==> src/rtl/dmem_arbiter_if.sv <==
// dmem_arbiter_if: request, response and DataMemory bus of the two-port arbiter
interface dmem_arbiter_if #(
    parameter int ADDR_W = 64,
    parameter int DATA_W = 64
);
    logic [1:0]        req_valid;
    logic [1:0]        req_we;
    logic [ADDR_W-1:0] req_adr0;
    logic [ADDR_W-1:0] req_adr1;
    logic [DATA_W-1:0] req_wdata0;
    logic [DATA_W-1:0] req_wdata1;
    logic [1:0]        req_ready;
    logic [1:0]        rsp_valid;
    logic [DATA_W-1:0] rsp_rdata;
    logic              rsp_err;
    logic [ADDR_W-1:0] mem_adr;
    logic [DATA_W-1:0] mem_wdata;
    logic              mem_w;
    logic              mem_r;
    logic [DATA_W-1:0] mem_rdata;
    logic              busy;

    modport slave (
        input  req_valid, req_we, req_adr0, req_adr1, req_wdata0, req_wdata1, mem_rdata,
        output req_ready, rsp_valid, rsp_rdata, rsp_err, mem_adr, mem_wdata, mem_w, mem_r, busy
    );

    modport master (
        output req_valid, req_we, req_adr0, req_adr1, req_wdata0, req_wdata1, mem_rdata,
        input  req_ready, rsp_valid, rsp_rdata, rsp_err, mem_adr, mem_wdata, mem_w, mem_r, busy
    );
endinterface

==> src/rtl/dmem_arbiter.sv <==
// dmem_arbiter: two-port arbiter/sequencer in front of the single-ported DataMemory
module dmem_arbiter #(
    parameter int ADDR_W     = 64,
    parameter int DATA_W     = 64,
    parameter bit FIXED_PRIO = 1'b0
) (
    input logic            clk,
    input logic            reset,
    dmem_arbiter_if.slave  bus_io
);
    typedef enum logic [1:0] {IDLE, ISSUE, WAIT, RESP} state_t;

    state_t            state_q, state_d;
    logic              id_q, id_d;
    logic              last_grant_q, last_grant_d;
    logic [ADDR_W-1:0] mem_adr_q, mem_adr_d;
    logic [DATA_W-1:0] mem_wdata_q, mem_wdata_d;
    logic              mem_w_q, mem_w_d;
    logic              mem_r_q, mem_r_d;
    logic [1:0]        rsp_valid_q, rsp_valid_d;
    logic              rsp_err_q, rsp_err_d;
    logic [DATA_W-1:0] rsp_rdata_q, rsp_rdata_d;
    logic              grant, accept, sel_we, misaligned;
    logic [ADDR_W-1:0] sel_adr;
    logic [DATA_W-1:0] sel_wdata;

    assign grant      = (bus_io.req_valid == 2'b10) |
                        ((bus_io.req_valid == 2'b11) & !FIXED_PRIO & !last_grant_q);
    assign accept     = (state_q == IDLE) & (|bus_io.req_valid);
    assign sel_adr    = grant ? bus_io.req_adr1 : bus_io.req_adr0;
    assign sel_wdata  = grant ? bus_io.req_wdata1 : bus_io.req_wdata0;
    assign sel_we     = bus_io.req_we[grant];
    assign misaligned = sel_adr[2:0] != 3'd0;

    assign bus_io.req_ready = accept ? {grant, !grant} : 2'b00;
    assign bus_io.busy      = state_q != IDLE;
    assign bus_io.mem_adr   = mem_adr_q;
    assign bus_io.mem_wdata = mem_wdata_q;
    assign bus_io.mem_w     = mem_w_q;
    assign bus_io.mem_r     = mem_r_q;
    assign bus_io.rsp_valid = rsp_valid_q;
    assign bus_io.rsp_err   = rsp_err_q;
    assign bus_io.rsp_rdata = rsp_rdata_q;

    // Next state and next values of the registered outputs, computed for the state being entered
    always_comb begin
        state_d      = state_q;
        id_d         = id_q;
        last_grant_d = last_grant_q;
        mem_adr_d    = mem_adr_q;
        mem_wdata_d  = mem_wdata_q;
        mem_w_d      = 1'b0;
        mem_r_d      = 1'b0;
        rsp_valid_d  = 2'b00;
        rsp_err_d    = 1'b0;
        rsp_rdata_d  = rsp_rdata_q;
        unique case (state_q)
            IDLE: if (accept) begin
                id_d         = grant;
                last_grant_d = grant;
                if (misaligned) begin
                    state_d     = RESP;
                    rsp_valid_d = {grant, !grant};
                    rsp_err_d   = 1'b1;
                end else begin
                    state_d     = ISSUE;
                    mem_adr_d   = sel_adr;
                    mem_wdata_d = sel_wdata;
                    mem_w_d     = sel_we;
                    mem_r_d     = !sel_we;
                end
            end
            ISSUE: begin
                state_d     = mem_w_q ? RESP : WAIT;
                rsp_valid_d = mem_w_q ? {id_q, !id_q} : 2'b00;
            end
            WAIT: begin
                state_d     = RESP;
                rsp_rdata_d = bus_io.mem_rdata;
                rsp_valid_d = {id_q, !id_q};
            end
            RESP:    state_d = IDLE;
            default: state_d = IDLE;
        endcase
    end

    // State and output registers; reset drops any in-flight request and favours port 0 next
    always_ff @(posedge clk) begin
        if (reset) begin
            state_q      <= IDLE;
            id_q         <= 1'b0;
            last_grant_q <= 1'b1;
            mem_adr_q    <= '0;
            mem_wdata_q  <= '0;
            mem_w_q      <= 1'b0;
            mem_r_q      <= 1'b0;
            rsp_valid_q  <= 2'b00;
            rsp_err_q    <= 1'b0;
            rsp_rdata_q  <= '0;
        end else begin
            state_q      <= state_d;
            id_q         <= id_d;
            last_grant_q <= last_grant_d;
            mem_adr_q    <= mem_adr_d;
            mem_wdata_q  <= mem_wdata_d;
            mem_w_q      <= mem_w_d;
            mem_r_q      <= mem_r_d;
            rsp_valid_q  <= rsp_valid_d;
            rsp_err_q    <= rsp_err_d;
            rsp_rdata_q  <= rsp_rdata_d;
        end
    end
endmodule

==> src/flat_wrapper.sv <==
// flat-port wrapper written by rule: the top's interface ports become plain ports
module dmem_arbiter_flat 
#(
    parameter int ADDR_W     = 64,
    parameter int DATA_W     = 64,
    parameter bit FIXED_PRIO = 1'b0
)
  (clk, reset, bus_io_req_valid, bus_io_req_we, bus_io_req_adr0, bus_io_req_adr1, bus_io_req_wdata0, bus_io_req_wdata1, bus_io_mem_rdata, bus_io_req_ready, bus_io_rsp_valid, bus_io_rsp_rdata, bus_io_rsp_err, bus_io_mem_adr, bus_io_mem_wdata, bus_io_mem_w, bus_io_mem_r, bus_io_busy);
  dmem_arbiter_if #(.ADDR_W(ADDR_W), .DATA_W(DATA_W)) bus_io_i ();
  input logic clk;
  input logic reset;
  input wire logic [$bits(bus_io_i.req_valid)-1:0] bus_io_req_valid;
  input wire logic [$bits(bus_io_i.req_we)-1:0] bus_io_req_we;
  input wire logic [$bits(bus_io_i.req_adr0)-1:0] bus_io_req_adr0;
  input wire logic [$bits(bus_io_i.req_adr1)-1:0] bus_io_req_adr1;
  input wire logic [$bits(bus_io_i.req_wdata0)-1:0] bus_io_req_wdata0;
  input wire logic [$bits(bus_io_i.req_wdata1)-1:0] bus_io_req_wdata1;
  input wire logic [$bits(bus_io_i.mem_rdata)-1:0] bus_io_mem_rdata;
  output wire logic [$bits(bus_io_i.req_ready)-1:0] bus_io_req_ready;
  output wire logic [$bits(bus_io_i.rsp_valid)-1:0] bus_io_rsp_valid;
  output wire logic [$bits(bus_io_i.rsp_rdata)-1:0] bus_io_rsp_rdata;
  output wire logic [$bits(bus_io_i.rsp_err)-1:0] bus_io_rsp_err;
  output wire logic [$bits(bus_io_i.mem_adr)-1:0] bus_io_mem_adr;
  output wire logic [$bits(bus_io_i.mem_wdata)-1:0] bus_io_mem_wdata;
  output wire logic [$bits(bus_io_i.mem_w)-1:0] bus_io_mem_w;
  output wire logic [$bits(bus_io_i.mem_r)-1:0] bus_io_mem_r;
  output wire logic [$bits(bus_io_i.busy)-1:0] bus_io_busy;
  assign bus_io_i.req_valid = bus_io_req_valid;
  assign bus_io_i.req_we = bus_io_req_we;
  assign bus_io_i.req_adr0 = bus_io_req_adr0;
  assign bus_io_i.req_adr1 = bus_io_req_adr1;
  assign bus_io_i.req_wdata0 = bus_io_req_wdata0;
  assign bus_io_i.req_wdata1 = bus_io_req_wdata1;
  assign bus_io_i.mem_rdata = bus_io_mem_rdata;
  assign bus_io_req_ready = bus_io_i.req_ready;
  assign bus_io_rsp_valid = bus_io_i.rsp_valid;
  assign bus_io_rsp_rdata = bus_io_i.rsp_rdata;
  assign bus_io_rsp_err = bus_io_i.rsp_err;
  assign bus_io_mem_adr = bus_io_i.mem_adr;
  assign bus_io_mem_wdata = bus_io_i.mem_wdata;
  assign bus_io_mem_w = bus_io_i.mem_w;
  assign bus_io_mem_r = bus_io_i.mem_r;
  assign bus_io_busy = bus_io_i.busy;
  dmem_arbiter #(.ADDR_W(ADDR_W), .DATA_W(DATA_W), .FIXED_PRIO(FIXED_PRIO)) u_core (.clk(clk), .reset(reset), .bus_io(bus_io_i));
endmodule
==> config.mk <==
export PLATFORM = sky130hd
export DESIGN_NAME = dmem_arbiter_flat
export DESIGN_NICKNAME = d
export VERILOG_FILES = /design/src/rtl/dmem_arbiter_if.sv /design/src/rtl/dmem_arbiter.sv /design/src/flat_wrapper.sv
export SDC_FILE = /design/constraint.sdc
export NUM_CORES = 1
export LEC_CHECK = 0
export ABC_AREA = 0
export BUFFER_PORTS_ARGS = -buffer_cell sky130_fd_sc_hd__buf_2
export CAP_MARGIN = 15
export CORE_AREA = 2 2 207 209
export DETAILED_ROUTE_END_ITERATION = 12
export DIE_AREA = 0 0 209 211
export PLACE_DENSITY = 0.51
export SLEW_MARGIN = 20
export SYNTH_ARGS = -nofsm -noshare
export SYNTH_HDL_FRONTEND = slang
export SYNTH_SLANG_ARGS = --single-unit
==> constraint.sdc <==
create_clock -name clk -period 2.89 [get_ports clk]
set_clock_uncertainty 0.15 [all_clocks]
set_input_delay 0 -clock clk [delete_from_list [all_inputs] [get_ports clk]]
set_output_delay 0 -clock clk [all_outputs]
set_load 0.01 [all_outputs]
[After elaboration in Yosys (flattened, before gate mapping)]
Index checks and enable logic that the tools add are counted.
Storage, ports and cells
  bits in registers: 201
  input bits: 326
  logic and storage cells: 49
Cells by class
  order comparisons: 1
  equality and inequality tests: 6
  muxes and demuxes: 14
  bitwise operators: 6
  reductions and logical operators: 12
Operators by type and width (count)
  $mux W64: 2
  $mux W2: 6
  $eq A2 B2 Y1 const B: 4
  $pmux W2 S4: 1
  $pmux W2 S3: 1
  $logic_not A1 Y1: 4
  $mux W1: 4
  $reduce_or A4 Y1: 1
  $not A1 Y1: 3
  $reduce_and A3 Y1: 1
  $reduce_bool A3 Y1: 1
  $reduce_or A3 Y1: 1
  $and A1 B1 Y1: 2
  $eq A2 B1 Y1 const B: 1
  $logic_not A2 Y1: 1
  $lt A1 B2 Y1 const B: 1
  $ne A2 B1 Y1 const B: 1
  $reduce_and A2 Y1: 1
  $reduce_bool A2 Y1: 1
  $reduce_or A2 Y1: 1
  $or A1 B1 Y1: 1

[Logic depth before layout (Yosys ltp)]
Gate-level depths: netlist of run 1.
  depth after elaboration: 8
  mapped depth: 8
  gate-level depth less buffers: 6

[Worst setup path after synthesis of run 1]
No wires, ideal clock.
  path kind: register to register
  start point: reg u_core.state_q[1]
  end point: reg u_core.mem_adr_q[40], in the netlist u_core.bus_io.mem_adr[40]
  data arrival time: 1.690 ns
  required time: 2.649 ns
  slack: 0.959 ns
  stages on the path, launching flop included: 9
  buffers on the path: 2
  cell sequence: dfxtp_1 -> inv_1 -> ha_1 -> inv_1 -> nor2_1 -> buf_2 -> buf_2 -> a21oi_1 -> a311oi_1
Between the ends
  cells in the longest elaborated chain, start to end: 3
RTL lines
  start: declaration: line dmem_arbiter.sv:13  | state_t state_q, state_d;
  start signal: assignment: line dmem_arbiter.sv:101  | state_q <= state_d;
  $logic_not A2 Y1 (*): line dmem_arbiter.sv:29, dmem_arbiter.sv:57
  $and A1 B1 Y1: line dmem_arbiter.sv:29  | assign accept = (state_q == IDLE) & (|bus_io.req_valid);
  $reduce_and A3 Y1 (no line) (*)
  end signal: assignment: line dmem_arbiter.sv:104  | mem_adr_q <= mem_adr_d;
  end: declaration: line dmem_arbiter.sv:16  | logic [ADDR_W-1:0] mem_adr_q, mem_adr_d;
Every way passes the cells marked *; elsewhere a longest branch is shown, timed or not.
A chain may end at the register's enable or synchronous reset.

[Worst setup path after layout of run 1]
  start point: reg u_core.last_grant_q
  end point: reg u_core.mem_r_q, in the netlist u_core.bus_io.mem_r
Between the ends
  cells in the longest elaborated chain, start to end: 6
  elaborated cells on any way between the ends: 9
  classes of those cells: mux: 3; bitwise: 2; reduce/logical: 4
RTL lines
  start: declaration: line dmem_arbiter.sv:15  | logic last_grant_q, last_grant_d;
  start signal: assignment: line dmem_arbiter.sv:103  | last_grant_q <= last_grant_d;
  $logic_not A1 Y1 (*): line dmem_arbiter.sv:28  | ((bus_io.req_valid == 2'b11) & !FIXED_PRIO & !last_grant_q);
  $and A1 B1 Y1 (*): line dmem_arbiter.sv:28
  $or A1 B1 Y1 (*): line dmem_arbiter.sv:27  | assign grant = (bus_io.req_valid == 2'b10) |
  $mux W64 / $mux W1 (equally long branches): line dmem_arbiter.sv:30, dmem_arbiter.sv:32
  $reduce_bool A3 Y1 / $mux W1 (equally long branches): line dmem_arbiter.sv:33, dmem_arbiter.sv:32
  $reduce_or A4 Y1 (no line) / $logic_not A1 Y1 (equally long branches)
  end signal: assignment: line dmem_arbiter.sv:107  | mem_r_q <= mem_r_d;
  end: declaration: line dmem_arbiter.sv:19  | logic mem_r_q, mem_r_d;
Every way passes the cells marked *; elsewhere a longest branch is shown, timed or not. The select of a mux whose other input is x is not followed.

==> impl_metrics.env, run 1 <==
export IMPL_outcome="finished, final reports clean"
export IMPL_dieArea_mm2=0.0441
export IMPL_layout_nets=2157
export IMPL_hold_worst_slack_ns=0.112
export IMPL_arrival_ns=3.05
export IMPL_synth_top_family_by_area="compound AO/OA/AOI/OAI gates"
export IMPL_drive_above_1_share_pct=32.0
export IMPL_firstDrtPassIters=5
export IMPL_clockBufferDepth=3
export IMPL_drc=0
export IMPL_start_util_pct=20.0
export IMPL_relSlewSlack_pct=41.0
export IMPL_wl_per_cell_um=16.1
export IMPL_dp_cells=1969
export IMPL_core_area_mm2=0.0418
export IMPL_synthesis_nets=1309
export IMPL_syn_inst=978
export IMPL_holdPathStages=4
export IMPL_synthAdderAreaFrac_pct=0.749
export IMPL_final_cell_area_mm2=0.0160
export IMPL_rows=75
export IMPL_fmax_mhz=365
export IMPL_fin_tns_setup_ns=0
export IMPL_area_growth_synth_to_final_pct=91.7
export IMPL_critical_path_class="reg2reg"
export IMPL_grt_pass1_vias=10900
export IMPL_die_w_um=209
export IMPL_synth_seq_cells=201
export IMPL_cp_required_ns=3.20
export IMPL_tightest_slew_ns=0.885
export IMPL_clock_latency_ns=0.51
export IMPL_avgViaCountPerCell=4.50
export IMPL_p_leak_nw=7.58
export IMPL_ant_nets=0
export IMPL_dpl_cell_area_mm2=0.0116
export IMPL_finalCritPeriodShare_pct=94.8
export IMPL_clk_pin_slew_ns=0.06
export IMPL_track_usage_pct=16.4
export IMPL_dp_hpwl_mm=24.4
export IMPL_fin_crit_ns=2.74
export IMPL_r2r_cells=7
export IMPL_mostFrequentLayoutCell="buf_2"
export IMPL_num_fill_cells=4139
export IMPL_ios=526
export IMPL_cp_end_kind="register"
export IMPL_port_buffers=525
export IMPL_synth_edf_count=0
export IMPL_fin_ws_ns=0.149
export IMPL_synth_avg_cell_area_um2=8.54
export IMPL_netlist_top_cells_area="dfxtp_1, a311oi_1, nand2_1, a21oi_1, mux2i_1"
export IMPL_overflow=0
export IMPL_place_congestion=0.822
export IMPL_rsz0062_at_grt="no"
export IMPL_grt_antenna_before_repair=2
export IMPL_grt_pass1_wl_mm=59.0
export IMPL_synth_top_area_cell="dfxtp_1"
export IMPL_ys_warnings_count=0
export IMPL_power_density_mw_per_mm2=614
export IMPL_vias=10700
export IMPL_cts_root_buffer="clkbuf_16"
export IMPL_instances_no_fill=2380
export IMPL_drv_cap=0
export IMPL_h_tree_depth=1
export IMPL_yosys_area_share_simple_pct=15.7
export IMPL_ir_worst_vdd_uv=361
export IMPL_layout_common_cells="buf_2, dlygate4sd3_1, nand2_1, dfxtp_1, a21oi_1"
export IMPL_synth_compound_area_share_pct=21.9
export IMPL_cts_tree="yes"
export IMPL_place_ws_ns=0.723
export IMPL_yosysUniqueCellTypes=28
export IMPL_clock_sinks=201
export IMPL_hold_class="in2reg"
export IMPL_async_flop_share_pct=0
export IMPL_synth_seq_area_share_pct=48.2
export IMPL_drv_slew=0
export IMPL_power_total_mw=9.83
export IMPL_cts_buffers=23
export IMPL_yosysTopAreaCellShare_pct=48.2
export IMPL_synth_area_mm2=0.00835
export IMPL_final_util_pct=38.3
export IMPL_synth_ff_type="dfxtp_1"
export IMPL_critPathMaxFanout=54
export IMPL_grt_max_degree=83
export IMPL_die_h_um=211
export IMPL_hold_violations=0
export IMPL_routed_wl_mm=38.2
export IMPL_finalSetupViolCount=0
export IMPL_muxShareOfSynthArea_pct=8.06
export IMPL_drt_initial_drc_count=618
export IMPL_synthXorXnorAreaFrac_pct=0
export IMPL_start_kind="register"
cell families after synthesis:
kind of cell               count (synthesis)
and+or+nand+nor                          339
muxes                                     66
DFF                                      201
buffers and inverters                    102
adders and majority gates                  5
AOI/OAI and AO/OA                        265
flip-flops by register name (all words and copies together), names as in the netlist:
| signal | count |
|---|---|
| u_core.state_q | 2 |
| u_core.bus_io.rsp_rdata | 64 |
| u_core.bus_io.mem_w | 1 |
| u_core.bus_io.mem_wdata | 64 |
| u_core.bus_io.mem_r | 1 |
| u_core.id_q | 1 |
| u_core.bus_io.rsp_valid | 2 |
| u_core.bus_io.rsp_err | 1 |
| u_core.bus_io.mem_adr | 64 |
| u_core.last_grant_q | 1 |
Yosys cell counts (all sizes together), types with 2 or more instances:
master	number
nand2	253
dfxtp	201
a21oi	131
a311oi	125
nor2	70
mux2i	66
clkbuf	49
buf	48
nor3	6
ha	5
inv	5
nor3b	5
nand3	2
or3	2
routing by layer:
layer	vias up	global-route usage [%]	routed length, µm	share of wire (%)
li1	5174	-	-	-
met1	4973	19.1	15400	40
met2	481	29.1	18600	49
met3	80	3.52	2760	7.2
met4	0	7.19	1470	3.9
met5	-	0	0	0
worst paths after layout:
kind,startpoint,to,slack [ns]
setup reg to reg,u_core.last_grant_q$_SDFFE_PP1P_,u_core.bus_io.mem_r$_SDFF_PP0_,0.15
setup / recovery,u_core.last_grant_q$_SDFFE_PP1P_,u_core.bus_io.mem_r$_SDFF_PP0_,0.15
hold reg to reg,u_core.bus_io.mem_adr[0]$_SDFFE_PP0P_,u_core.bus_io.mem_adr[0]$_SDFFE_PP0P_,0.32
hold / removal,bus_io_req_adr0[1],u_core.bus_io.rsp_valid[0]$_SDFF_PP0_,0.11
critical path: stages, from the launching register on:
cell and delay [ns]:
dfxtp_1 0.43, a21bo_4 0.33, buf_12 0.27, nand2_1 0.09
o32a_1 0.18, dlygate4sd3_1 0.56, nor3_1 0.11, dlygate4sd3_1 0.56
final cells by class:
class	instances	area [µm²]	area share, %
timing repair buffer	920	6650	41.6
sequential	201	4020	25.2
multi-input combinational	675	3920	24.5
tap	539	674	4.22
clock buffer	35	661	4.13
clock inverter	4	45.0	0.282
inverter	5	18.8	0.117
antenna	1	2.50	0.0156
power by group:
group | leakage (nW) | switching [mW] | internal (mW)
Clock | 0.348 | 1.18 | 1.65
Combinational | 5.60 | 1.91 | 1.71
Sequential | 1.63 | 0.219 | 3.17
Total | 7.58 | 3.30 | 6.53
timing repair:
item | CTS | global route
buffers inserted | 0 | 1
endpoints found under the setup margin | 0 | 5
hold buffers | 370 | 0
hold endpoints to repair | 200 | 0
resized for setup | 0 | 2
No activity file was read; power rests on OpenSTA's default activity.
==> run 2: changes to the inputs <==
--- a/config.mk
+++ b/config.mk
@@ -8,10 +8,12 @@
 export ABC_AREA = 0
 export BUFFER_PORTS_ARGS = -buffer_cell sky130_fd_sc_hd__buf_2
 export CAP_MARGIN = 15
-export CORE_AREA = 2 2 207 209
+export CELL_PAD_IN_SITES_DETAIL_PLACEMENT = 1
+export CELL_PAD_IN_SITES_GLOBAL_PLACEMENT = 1
+export CORE_AREA = 2 2 202 204
 export DETAILED_ROUTE_END_ITERATION = 12
-export DIE_AREA = 0 0 209 211
-export PLACE_DENSITY = 0.51
+export DIE_AREA = 0 0 204 206
+export PLACE_DENSITY = 0.67
 export SLEW_MARGIN = 20
 export SYNTH_ARGS = -nofsm -noshare
 export SYNTH_HDL_FRONTEND = slang
==> run 2 against run 1 <==
Compared with the run above:
- non-clock buffer count decreased by 30
- first-iteration DRC count decreased by 35%
- highest routed layer is now met5
- cell area decreased by 0.81%
- final cell count decreased by 1.3%
- via count increased by 3.3%
- count of clock-buffer cells in the layout decreased by 4
- critical path type unchanged
- total power increased by 4.9%
- sequential cell count unchanged
==> impl_metrics.env, run 2 (synthesis gave the netlist of run 1 again) <==
export IMPL_die_h_um=206
export IMPL_fin_ws_ns=0.104
export IMPL_p_switching_mw=3.54
export IMPL_worst_r2r_startpoint="u_core.last_grant_q$_SDFFE_PP1P_"
export IMPL_swShare_pct=34.3
export IMPL_place_ws_ns=0.603
export IMPL_ant_nets=0
export IMPL_fin_crit_ns=2.79
export IMPL_dieArea_mm2=0.0420
export IMPL_dp_hpwl_mm=25.5
export IMPL_clock_latency_ns=0.53
export IMPL_internal_power_mw=6.77
export IMPL_cts_root_buffer="clkbuf_16"
export IMPL_grt_pass1_wl_mm=67.4
export IMPL_clock_sinks=201
export IMPL_pwr_share_clk_pct=30.8
export IMPL_relSlewSlack_pct=49.4
export IMPL_r2r_cells=6
export IMPL_drc=0
export IMPL_overflow=0
export IMPL_seqPwrFrac_pct=33.0
export IMPL_firstDrtPassIters=4
export IMPL_dpl_cell_area_mm2=0.0115
export IMPL_cp_required_ns=3.21
export IMPL_fmax_mhz=359
export IMPL_track_usage_pct=20.2
export IMPL_core_area_mm2=0.0402
export IMPL_finalSetupViolCount=0
export IMPL_critPathMaxFanout=48
export IMPL_clk_pin_slew_ns=0.06
export IMPL_wl_per_cell_um=19.2
export IMPL_ff2ff_setup_slack_ns=0.10
export IMPL_layout_common_cells="buf_2, dlygate4sd3_1, nand2_1, dfxtp_1, a21oi_1"
export IMPL_cts_buffers=24
export IMPL_grt_antenna_before_repair=2
export IMPL_start_util_pct=20.8
export IMPL_ios=526
export IMPL_worstPathCellList="a21boi_4 -> mux2i_4 -> buf_8 -> a21oi_1 -> a311oi_1 -> dlygate4sd3_1"
export IMPL_start_kind="register"
export IMPL_critical_path_class="reg2reg"
export IMPL_worstReg2RegEnd="u_core.bus_io.mem_wdata[30]$_SDFFE_PP0P_"
export IMPL_arrival_ns=3.10
export IMPL_hold_violations=0
export IMPL_rows=74
export IMPL_cp_slowest_cell="dlygate4sd3_1"
export IMPL_port_buffers=525
export IMPL_place_congestion=0.751
export IMPL_cp_end_kind="register"
export IMPL_tightest_slew_ns=0.759
export IMPL_drt_initial_drc_count=402
export IMPL_max_stage_delay_ns=0.60
export IMPL_cp_top_family="buffers and inverters"
export IMPL_die_w_um=204
export IMPL_grt_pass1_vias=11900
export IMPL_hold_class="in2reg"
export IMPL_holdPathStages=4
export IMPL_power_density_mw_per_mm2=650
export IMPL_instances_no_fill=2348
export IMPL_fin_tns_setup_ns=0
export IMPL_cts_tree="yes"
export IMPL_final_cell_area_mm2=0.0159
export IMPL_vias=11100
export IMPL_routed_wl_mm=45.0
export IMPL_finalCritPeriodShare_pct=96.4
export IMPL_p_leak_nw=7.48
export IMPL_clockBufferDepth=3
export IMPL_hold_worst_slack_ns=0.104
export IMPL_layout_nets=2128
export IMPL_avgViaCountPerCell=4.71
export IMPL_h_tree_depth=1
export IMPL_mostFrequentLayoutCell="buf_2"
export IMPL_min_delay_worst_endpoint="u_core.bus_io.rsp_rdata[59]$_SDFFE_PP0N_"
export IMPL_ir_worst_vdd_uv=499
export IMPL_hp_start="bus_io_mem_rdata[59]"
export IMPL_power_frac_comb_pct=36.1
export IMPL_rsz0062_at_grt="yes"
export IMPL_grt_max_degree=79
export IMPL_drv_cap=0
export IMPL_dp_cells=1953
export IMPL_drv_slew=0
export IMPL_drive_above_1_share_pct=32.5
export IMPL_outcome="finished, final reports clean"
export IMPL_area_growth_synth_to_final_pct=90.1
export IMPL_critPathBufInv=2
## run 2: how the worst max path moves through the flow
stage | startpoint | endpoint | slack [ns] | cells past startpoint
floorplan | u_core.state_q[1]$_SDFFE_PP0P_ | u_core.bus_io.mem_adr[40]$_SDFFE_PP0P_ | 0.96 | 8
global placement | u_core.last_grant_q$_SDFFE_PP1P_ | u_core.bus_io.mem_wdata[8]$_SDFFE_PP0P_ | 0.70 | 5
detailed placement | u_core.last_grant_q$_SDFFE_PP1P_ | u_core.bus_io.mem_wdata[2]$_SDFFE_PP0P_ | 0.60 | 5
CTS | u_core.last_grant_q$_SDFFE_PP1P_ | u_core.bus_io.mem_wdata[35]$_SDFFE_PP0P_ | 0.1 | 6
global route | u_core.state_q[0]$_SDFFE_PP0P_ | u_core.state_q[1]$_SDFFE_PP0P_ | -0.01 | 7
finish | u_core.last_grant_q$_SDFFE_PP1P_ | u_core.bus_io.mem_wdata[30]$_SDFFE_PP0P_ | 0.10 | 6
## run 2: per-layer routing
layer / routed length, µm / global-route usage (%)
met3: 3380 / 5.16
met1: 17400 / 22.7
met5: 12 / 0
met2: 22700 / 36.8
met4: 1580 / 6.91
## run 2: final cells by class
class / instances / area, µm²
Fill cell: 4726 / 24300
Timing Repair Buffer: 890 / 6410
Sequential cell: 201 / 4020
Multi-Input combinational cell: 675 / 3930
Clock buffer: 31 / 678
Tap cell: 532 / 666
Clock inverter: 11 / 136
Inverter: 5 / 18.8
Antenna cell: 3 / 7.51
## run 2: worst min-delay path: stages
cell           delay [ns]
dlygate4sd3_1        0.52
buf_2                0.10
mux2i_1              0.06
nor2_1               0.08
## run 2: per-stage QoR
step / power (mW) / util, %
2_1_floorplan: 5.16 / -
3_3_place_gp: 6.36 / 28.6
3_5_place_dp: 6.44 / 28.6
4_1_cts: 10.2 / 39.3
5_1_grt: 10.9 / 39.5
6_report: 10.3 / 39.5
## run 2: timing repair
action                                  CTS  global route
endpoints found under the setup margin    0            97
hold buffers                            348             0
hold endpoints to repair                201             0
gates resized for setup                   0             8
buffers inserted                          0             2
## run 2: power groups by stage
stage          sequential [mW]  clock [mW]  combinational (mW)
2_1_floorplan             3.59           0                1.57
3_3_place_gp              3.41           0                2.95
3_5_place_dp              3.43           0                3.01
4_1_cts                   3.37        3.27                3.56
5_1_grt                   3.44        3.39                4.02
6_report                  3.41        3.18                3.73
